## src/rtl/rs232_tx_arb.sv

```systemverilog
// Round-robin arbiter sharing one byte-wide RS232 serializer between N_REQ requesters.
// Supports locked multi-byte bursts and aborts a transfer when ser_ack never arrives.
module rs232_tx_arb #(
    parameter int unsigned N_REQ   = 4,
    parameter int unsigned TIMEOUT = 200000,
    parameter int unsigned TO_W    = 18
) (
    input  logic               clk,
    input  logic               rst,
    input  logic [N_REQ-1:0]   req,
    input  logic [N_REQ-1:0]   req_lock,
    input  logic [8*N_REQ-1:0] req_data,
    output logic [N_REQ-1:0]   ack,
    output logic [7:0]         ser_data,
    output logic               ser_req,
    input  logic               ser_ack,
    output logic [N_REQ-1:0]   grant,
    output logic               busy,
    output logic               timeout_err
);

    localparam int unsigned     LW       = (N_REQ > 1) ? $clog2(N_REQ) : 1;
    localparam logic [LW-1:0]   LAST_IDX = LW'(N_REQ - 1);
    localparam logic [TO_W-1:0] TO_END   = TO_W'(TIMEOUT - 1);

    typedef enum logic [1:0] {
        ARB  = 2'd0,
        SEND = 2'd1,
        DONE = 2'd2
    } state_t;

    state_t             r_state, w_state;
    logic [LW-1:0]      r_last, w_last;
    logic               r_lock_own, w_lock_own;
    logic [TO_W-1:0]    r_cnt, w_cnt;
    logic [N_REQ-1:0]   r_ack, w_ack;
    logic [7:0]         r_ser_data, w_ser_data;
    logic               r_ser_req, w_ser_req;
    logic [N_REQ-1:0]   r_grant, w_grant;
    logic               r_busy, w_busy;
    logic               r_to_err, w_to_err;

    logic               w_found;
    logic [LW-1:0]      w_win;
    logic [N_REQ-1:0]   w_win_oh;
    logic [N_REQ-1:0]   w_last_oh;
    logic [7:0]         w_win_data;

    // Winner search: locked owner first, else scan forward from the last owner.
    always_comb begin
        logic [LW-1:0] idx;
        w_found = 1'b0;
        w_win   = r_last;
        idx     = r_last;
        if (r_lock_own && req[r_last]) begin
            w_found = 1'b1;
        end else begin
            for (int i = 0; i < int'(N_REQ); i++) begin
                idx = (idx == LAST_IDX) ? '0 : idx + 1'b1;
                if (!w_found && req[idx]) begin
                    w_found = 1'b1;
                    w_win   = idx;
                end
            end
        end
    end

    assign w_win_oh   = N_REQ'(1) << w_win;
    assign w_last_oh  = N_REQ'(1) << r_last;
    assign w_win_data = req_data[{w_win, 3'b000} +: 8];

    // Next-state and next-output logic.
    always_comb begin
        w_state    = r_state;
        w_last     = r_last;
        w_lock_own = r_lock_own;
        w_cnt      = r_cnt;
        w_ack      = '0;
        w_ser_data = r_ser_data;
        w_ser_req  = r_ser_req;
        w_grant    = r_grant;
        w_to_err   = 1'b0;

        case (r_state)
            ARB: begin
                w_grant   = '0;
                w_ser_req = 1'b0;
                if (r_lock_own && !req[r_last]) begin
                    w_lock_own = 1'b0;
                end
                if (w_found) begin
                    w_grant    = w_win_oh;
                    w_ser_data = w_win_data;
                    w_ser_req  = 1'b1;
                    w_cnt      = '0;
                    w_last     = w_win;
                    w_state    = SEND;
                end
            end
            SEND: begin
                w_cnt = r_cnt + 1'b1;
                // An accept on the final timeout cycle still counts as success.
                if (ser_ack) begin
                    w_ser_req  = 1'b0;
                    w_ack      = w_last_oh;
                    w_lock_own = req_lock[r_last];
                    w_state    = DONE;
                end else if (r_cnt == TO_END) begin
                    w_ser_req  = 1'b0;
                    w_ack      = w_last_oh;
                    w_to_err   = 1'b1;
                    w_lock_own = 1'b0;
                    w_state    = DONE;
                end
            end
            DONE: begin
                w_grant = '0;
                w_state = ARB;
            end
            default: begin
                w_grant   = '0;
                w_ser_req = 1'b0;
                w_state   = ARB;
            end
        endcase

        w_busy = (w_state != ARB);
    end

    // State and output registers.
    always_ff @(posedge clk) begin
        if (rst) begin
            r_state    <= ARB;
            r_last     <= LAST_IDX;
            r_lock_own <= 1'b0;
            r_cnt      <= '0;
            r_ack      <= '0;
            r_ser_data <= '0;
            r_ser_req  <= 1'b0;
            r_grant    <= '0;
            r_busy     <= 1'b0;
            r_to_err   <= 1'b0;
        end else begin
            r_state    <= w_state;
            r_last     <= w_last;
            r_lock_own <= w_lock_own;
            r_cnt      <= w_cnt;
            r_ack      <= w_ack;
            r_ser_data <= w_ser_data;
            r_ser_req  <= w_ser_req;
            r_grant    <= w_grant;
            r_busy     <= w_busy;
            r_to_err   <= w_to_err;
        end
    end

    assign ack         = r_ack;
    assign ser_data    = r_ser_data;
    assign ser_req     = r_ser_req;
    assign grant       = r_grant;
    assign busy        = r_busy;
    assign timeout_err = r_to_err;

endmodule

```

## config.mk

```make
export PLATFORM = sky130hd
export DESIGN_NAME = rs232_tx_arb
export DESIGN_NICKNAME = d
export VERILOG_FILES = /design/src/rtl/rs232_tx_arb.sv
export SDC_FILE = /design/constraint.sdc
export NUM_CORES = 1
export LEC_CHECK = 0
export CAP_MARGIN = 20
export CORE_MARGIN = 1
export CORE_UTILIZATION = 30
export CTS_CLUSTER_DIAMETER = 30
export DETAILED_ROUTE_END_ITERATION = 10
export SETUP_SLACK_MARGIN = 0.15
export SYNTH_ARGS = -nofsm -noshare
export SYNTH_HDL_FRONTEND = slang
export SYNTH_SLANG_ARGS = --single-unit
export TNS_END_PERCENT = 5
```

## constraint.sdc

```tcl
create_clock -name clk -period 3.3 [get_ports clk]
set_clock_uncertainty 0.05 [all_clocks]
set_input_delay 0.33 -clock clk [delete_from_list [all_inputs] [get_ports clk]]
set_output_delay 0.33 -clock clk [all_outputs]
set_load 0.03 [all_outputs]
```

==> summary.md, run 1 <==
| Metric | Value |
|---|---|
| CP top delay family | `compound AO/OA/AOI/OAI gates` |
| Most common cell after layout, fill and taps aside | `clkdlybuf4s50_1` |
| TritonCTS clock tree | `done` |
| Primary FF master, synth | `dfxtp_1` |
| Remaining DRCs | `0` |
| Setup violators final | `0` |
| CTS max path bufs | `2` |
| Remaining Overflow, GRT | `0` |
| Iteration count of the initial detailed-routing pass | `4` |
| Cts bufs inserted | `5` |
| Diodes inserted | `0` |
| Initial antenna violation count | `0` |
| CP bufs+invs | `1` |
| I/O Pins | `62` |
| Sequential share of the synthesized area | `31.3%` |
| Root buffer cell | `clkbuf_8` |
| Worst VDD drop | `0.000330 V` |
| Mapped Area | `2680 um^2` |
| Routability cong. | `0.789` |
| P_leak | `0.00127 uW` |
| Post-DP HPWL | `5.13 mm` |
| Hold path start | `grant[0]` |
| Syn Nets | `363` |
| Placed inst area | `3420 um^2` |
| Clock tree sinks | `42` |
| Ratio of cells with drive above 1 in the final layout | `15.6%` |
| Worst reg-to-reg path cell count | `8` |
| Largest net degree at the start of global routing | `15` |
| First-pass GRT wire length | `11.0 mm` |
| Nets@finish | `427` |
| DR WL/cell | `13.7 um` |
| Required @ worst endpoint | `3.47 ns` |
| Core Box Area | `8680 um^2` |
| Cell area after layout | `3530 um^2` |
| Post-CTS Hold Fix Bufs | `0` |
| Placed cell count | `480` |
| Reg clk slew, reported paths | `0.08 ns` |
| Syn_area_per_cell | `8.52 um^2` |
| DR vias/cell | `5.17` |
| Run status | `finished, final reports clean` |
| Starting Density | `30.9%` |
| DRT iter0 DRCs | `97` |
| CP startpoint kind | `flip-flop` |
| Cts repair resizes | `0` |
| WHS Path Cells | `2` |
| Crit path max fanout | `14` |
| Yosys reg bits | `42` |
| Post-synth EDFFs | `0` |
| Critical setup path kind | `flip-flop to flip-flop` |
| PD cells | `694 nW/um^2` |
| Fmax | `343 MHz` |
| RSZ-0062 raised after global routing | `yes` |
| Synth warn | `0` |
| Rows | `34` |
| Critical path's slowest cell | `o41ai_2` |
| Worst-path cell chain | `buf_4, mux2i_1, o22ai_1, o41ai_2, o311a_4, nor3b_1, a21bo_2, o211ai_2` |
| Tmin final | `2.91 ns` |
| Max-Cap Viols | `0` |
| Mapped Cells | `315` |
| Headroom to the max-slew limit | `59.7%` |
| Die area | `9330 um^2` |
| Fin Hold WS | `0.419 ns` |
| R2R Path End | `ser_data[0]` |
| Async SR Flop Fraction | `0%` |
| Vias in the first global route | `2371` |
| Die Width | `96.6 um` |
| ANT nets after route | `0` |
| Area Growth Syn to Fin | `31.5%` |
| Via count | `2514` |
| Synth top area share | `31.3%` |
| Commonest non-fill, non-tap cells in the layout | `61 x clkdlybuf4s50_1, 42 x dfxtp_1, 28 x nand2_1, 27 x nor2_1, 23 x a21oi_1` |
| Fin cells | `486` |
| Worst EP arrival | `3.09 ns` |
| Die Y | `96.6 um` |
| Reg-to-reg slack, setup | `0.39 ns` |
| Setup TNS | `0 ns` |
| Buffer count from post-CTS setup fixing | `0` |
| Critical path's largest stage delay | `0.42 ns` |
| Area leader, netlist | `dfxtp_1` |
| Critical Path End Type | `flip-flop` |
| IO Port Bufs | `61` |
| Util after Layout | `40.7%` |
| Worst r2r src | `r_last[0]` |
| Final wirelength | `6.68 mm` |
| Total track usage | `15.2%` |
| Hold EP | `grant[0]` |
| Max Slew Vio Count | `0` |
| Slew @ Worst Pin | `0.603 ns` |
| Count of final hold-check violations | `0` |
| Min-Delay Path Class | `flip-flop to flip-flop` |
| Final Cycle Share | `88.2%` |
| Synth area leaders | `dfxtp_1 31%, a21oi_1 4.3%, nand2_1 3.9%, nand3_1 3.9%, nor2_1 3.8%` |
| Critical path origin | `r_last[0]` |
| Worst-Skew Late Latency | `0.29 ns` |
| CTS HTree Levels | `2` |
| Cell variety after synth | `64` |
-- worst max-delay path by stage --
stage	end	cells after the start
global route	ser_data[2]	9
finish	ser_data[0]	8
CTS	ser_data[2]	9
global placement	ser_data[0]	8
floorplan	r_last[0]	12
detailed placement	ser_data[0]	8
-- metal layers --
layer  track usage [%]  vias to the layer above  share of wire [%]
li1                  -                     1280                  -
met1              20.0                     1157                 49
met2              24.8                       71                 44
met3              3.99                        6                6.3
met4              3.43                        0               0.70
met5                 0                        -                  0
-- kinds of logic after synthesis --
logic type | count (synthesis) | share of synthesized area (%)
muxes | 12 | 5.55
adders and majority gates | 5 | 2.33
and+or+nand+nor | 145 | 29.2
buffers and inverters | 25 | 5.22
DFF | 42 | 31.3
xor gates and xnor gates | 3 | 0.979
AOI/OAI and AO/OA | 83 | 25.4
-- synthesized netlist by cell type, types with 5 or more instances --
cell type,count
or3_1,9
a21bo_2,5
o21ai_0,12
ha_1,5
or2_2,5
a21oi_1,23
nor3_1,7
o211ai_2,5
nand3_1,21
dfxtp_1,42
buf_2,7
nor2_1,27
nand2b_1,10
inv_1,6
mux2i_1,10
nand2_1,28
clkbuf_1,7
and3_1,5
-- report_power, final --
group          internal (uW)  switching [uW]  total, uW
Combinational            637             831       1470
Sequential               592            58.8        650
Clock                    162             169        331
Total                   1390            1060       2450
-- per-stage QoR --
| step | total power (uW) | worst slack (ns) |
|---|---|---|
| global placement | 2110 | 0.266 |
| global route | 2640 | 0.149 |
| floorplan | 1750 | 0.369 |
| detailed placement | 2120 | 0.167 |
| CTS | 2460 | 0.283 |
| finish | 2450 | 0.388 |
-- worst reg2reg max path, cell delays in order, from the launching register on --
cell and delay, ns:
dfxtp_1 0.40, buf_4 0.22, mux2i_1 0.41, o22ai_1 0.26
o41ai_2 0.42, o311a_4 0.36, nor3b_1 0.39, a21bo_2 0.28
o211ai_2 0.06
-- state kept, by name, summed over array words and instances, names as in the netlist --
| register | count |
|---|---|
| r_lock_own | 1 |
| r_cnt | 18 |
| grant | 4 |
| busy | 1 |
| ser_data | 8 |
| ser_req | 1 |
| r_last | 2 |
| ack | 4 |
| r_state | 2 |
| timeout_err | 1 |
-- layout make-up --
type	count	area (um^2)
Fill cell	924	5150
Multi-Input combinational cell	248	1720
Sequential cell	42	841
Timing Repair Buffer	76	723
Tap cell	108	135
Clock buffer	6	82.6
Inverter	6	22.5
Note: power is estimated with default switching activity, not from simulation.
==> inputs of run 2 (changes only) <==
--- a/config.mk
+++ b/config.mk
@@ -6,7 +6,6 @@
 export NUM_CORES = 1
 export LEC_CHECK = 0
 export CAP_MARGIN = 20
-export CORE_MARGIN = 1
 export CORE_UTILIZATION = 30
 export CTS_CLUSTER_DIAMETER = 30
 export DETAILED_ROUTE_END_ITERATION = 10
==> results of run 2 <==
Same layout as run 1: the final DEF is identical, and so are final timing and power.
==> inputs of run 3 (changes only) <==
==> constraint.sdc (replaced) <==
create_clock -name clk -period 3.8 [get_ports clk]
set_clock_uncertainty 0.05 [all_clocks]
set_input_delay 0.38 -clock clk [delete_from_list [all_inputs] [get_ports clk]]
set_output_delay 0.38 -clock clk [all_outputs]
set_load 0.03 [all_outputs]
==> summary.md, run 3 (synthesis results as in run 1) <==
| Metric | Value |
|---|---|
| Worst reg-to-reg path cell count | `9 (+1)` |
| Reg-to-reg slack, setup | `0.59 ns (+0.20 ns)` |
| PD cells | `621 nW/um^2 (-10%)` |
| IO Port Bufs | `61 (unchanged)` |
| Hold path start | `grant[3]` |
| Clock network power share | `16.6% (+3.1 points)` |
| Initial antenna violation count | `0 (unchanged)` |
| ANT nets after route | `0 (unchanged)` |
| WHS Path Cells | `2 (unchanged)` |
| Worst VDD drop | `0.000269 V (-18%)` |
| Critical Path End Type | `flip-flop` |
| Worst-Skew Late Latency | `0.29 ns (about the same)` |
| Setup TNS | `0 ns (unchanged)` |
| Via count | `2541 (+1.1%)` |
| R2R Path End | `ser_data[4]` |
| Worst r2r src | `r_last[0]` |
| Critical path's slowest cell | `or4b_1` |
| CTS HTree Levels | `2 (unchanged)` |
| Commonest non-fill, non-tap cells in the layout | `61 x clkdlybuf4s50_1, 42 x dfxtp_1, 28 x nand2_1, 27 x nor2_1, 23 x a21oi_1` |
| CP startpoint kind | `flip-flop` |
| Crit path max fanout | `13 (-1)` |
| Sw frac | `42.1% (-1.1 points)` |
| Internal power | `1260 uW (-9.3%)` |
| Max FFs per register | `18 (unchanged)` |
| Ratio of cells with drive above 1 in the final layout | `13.9% (-1.7 points)` |
| Post-DP HPWL | `5.08 mm (-0.84%)` |
| DR WL/cell | `13.9 um (+1.1%)` |
| Gate power share | `57.7% (-2.2 points)` |
| Rows | `34 (unchanged)` |
| I/O Pins | `62 (unchanged)` |
| Final wirelength | `6.71 mm (+0.43%)` |
| DRT iter0 DRCs | `88 (-9.3%)` |
| Vias in the first global route | `2461 (+3.8%)` |
| Total track usage | `15.9% (+0.70 points)` |
| Fmax | `312 MHz (-9.2%)` |
| CTS max path bufs | `2 (unchanged)` |
| Die area | `9330 um^2 (unchanged)` |
| First-pass GRT wire length | `11.5 mm (+4.6%)` |
| Worst-path cell chain | `buf_4, ha_1, nor2_1, or4b_1, a311oi_1, or3_1, buf_4, or3_4, o211ai_2` |
| Die Width | `96.6 um (unchanged)` |
| Remaining Overflow, GRT | `0 (unchanged)` |
| DR vias/cell | `5.26 (+1.7%)` |
| Nets@finish | `423 (-0.94%)` |
| RSZ-0062 raised after global routing | `no` |
| Final Cycle Share | `84.4% (-3.8 points)` |
| Run status | `finished, final reports clean` |
| Critical setup path kind | `flip-flop to flip-flop` |
| Max Slew Vio Count | `0 (unchanged)` |
| Cts bufs inserted | `5 (unchanged)` |
| Most common cell after layout, fill and taps aside | `clkdlybuf4s50_1` |
| Diodes inserted | `0 (unchanged)` |
| Starting Density | `30.9% (unchanged)` |
| Remaining DRCs | `0 (unchanged)` |
| Clock tree sinks | `42 (unchanged)` |
| Critical path's largest stage delay | `0.47 ns (+0.05 ns)` |
| Net Sw Power | `918 uW (-13%)` |
| Post-CTS Hold Fix Bufs | `0 (unchanged)` |
| Worst EP arrival | `3.34 ns (+0.25 ns)` |
| Iteration count of the initial detailed-routing pass | `4 (unchanged)` |
| Core Box Area | `8680 um^2 (unchanged)` |
| Count of final hold-check violations | `0 (unchanged)` |
| Setup violators final | `0 (unchanged)` |
| Max-Cap Viols | `0 (unchanged)` |
| Hold EP | `grant[3]` |
| Die Y | `96.6 um (unchanged)` |
| Crit-path most repeated cell | `buf_4` |
| Root buffer cell | `clkbuf_8` |
| Reg power frac | `25.7% (-0.9 points)` |
| Slew @ Worst Pin | `0.893 ns (+0.290 ns)` |
| Reg clk slew, reported paths | `0.08 ns (about the same)` |
| Tmin final | `3.21 ns (+0.296 ns)` |
| Min-Delay Path Class | `flip-flop to flip-flop` |
| Cts repair resizes | `0 (unchanged)` |
| Headroom to the max-slew limit | `40.1% (-20 points)` |
| Fin Hold WS | `0.416 ns (-0.00350 ns)` |
| Reg with most FFs | `r_cnt` |
| Area Growth Syn to Fin | `30.7%` |
| Required @ worst endpoint | `3.94 ns (+0.47 ns)` |
| Buffer count from post-CTS setup fixing | `0 (unchanged)` |
| P_leak | `0.00126 uW (-0.59%)` |
| Largest net degree at the start of global routing | `18 (+3)` |
| TritonCTS clock tree | `done` |
| Routability cong. | `0.880 (+12%)` |
-- run 3: cell count changes in the layout (fill, tap and decap cells not counted), sizes merged --
cell / delta
bufinv: +1
buf: -4
-- run 3: power groups by stage --
stage	registers, uW	logic [uW]	clock network, uW
2_1_floorplan	672	844	0
3_3_place_gp	571	1250	0
3_5_place_dp	568	1260	0
4_1_cts	561	1260	374
5_1_grt	569	1370	391
6_report	560	1260	363
-- run 3: cell type report --
type	count	area, um^2
fill	884	5170
multi-input combinational	248	1700
sequential	42	841
timing repair buffer	72	693
tap	108	135
clock buffer	6	82.6
clock inverter	1	30.0
inverter	6	22.5
-- run 3: how the worst max path moves through the flow --
stage | from | end | slack [ns] | cells after the start
after global placement | req[1] | ser_data[0] | 0.53 | 8
final | r_last[0] | ser_data[4] | 0.59 | 9
after floorplan | r_last[0] | r_last[0] | 0.87 | 12
after global routing | r_last[0] | ser_data[6] | 0.35 | 9
after detailed placement | req[1] | ser_data[0] | 0.45 | 8
after CTS | r_last[0] | ser_data[3] | 0.60 | 9
-- run 3: critical path: cells and delay by family (launching register included) --
| family | cells | cell delay [ns] |
|---|---|---|
| AO/OA/AOI/OAI | 2 | 0.42 |
| buffers and inverters | 2 | 0.45 |
| adder cells (fa/ha/maj) | 1 | 0.37 |
| AND/OR/NAND/NOR | 4 | 1.44 |
| flip-flops | 1 | 0.35 |
-- run 3: routing by layer --
layer / part of all wire, % / vias up / global-route usage (%)
li1: - / 1275 / -
met1: 49 / 1188 / 21.3
met2: 44 / 73 / 24.9
met3: 6.6 / 5 / 4.46
met4: 0.95 / 0 / 4.41
met5: 0 / - / 0
-- run 3: through the flow --
stage	worst slack (ns)	power, uW	cells	instance area (um^2)	util, %
2_1_floorplan	0.869	1520	315	2680	-
3_3_place_gp	0.534	1820	476	3390	39.1
3_5_place_dp	0.446	1830	476	3390	39.1
4_1_cts	0.595	2200	483	3510	40.4
5_1_grt	0.349	2330	483	3510	40.4
6_report	0.593	2180	483	3510	40.4
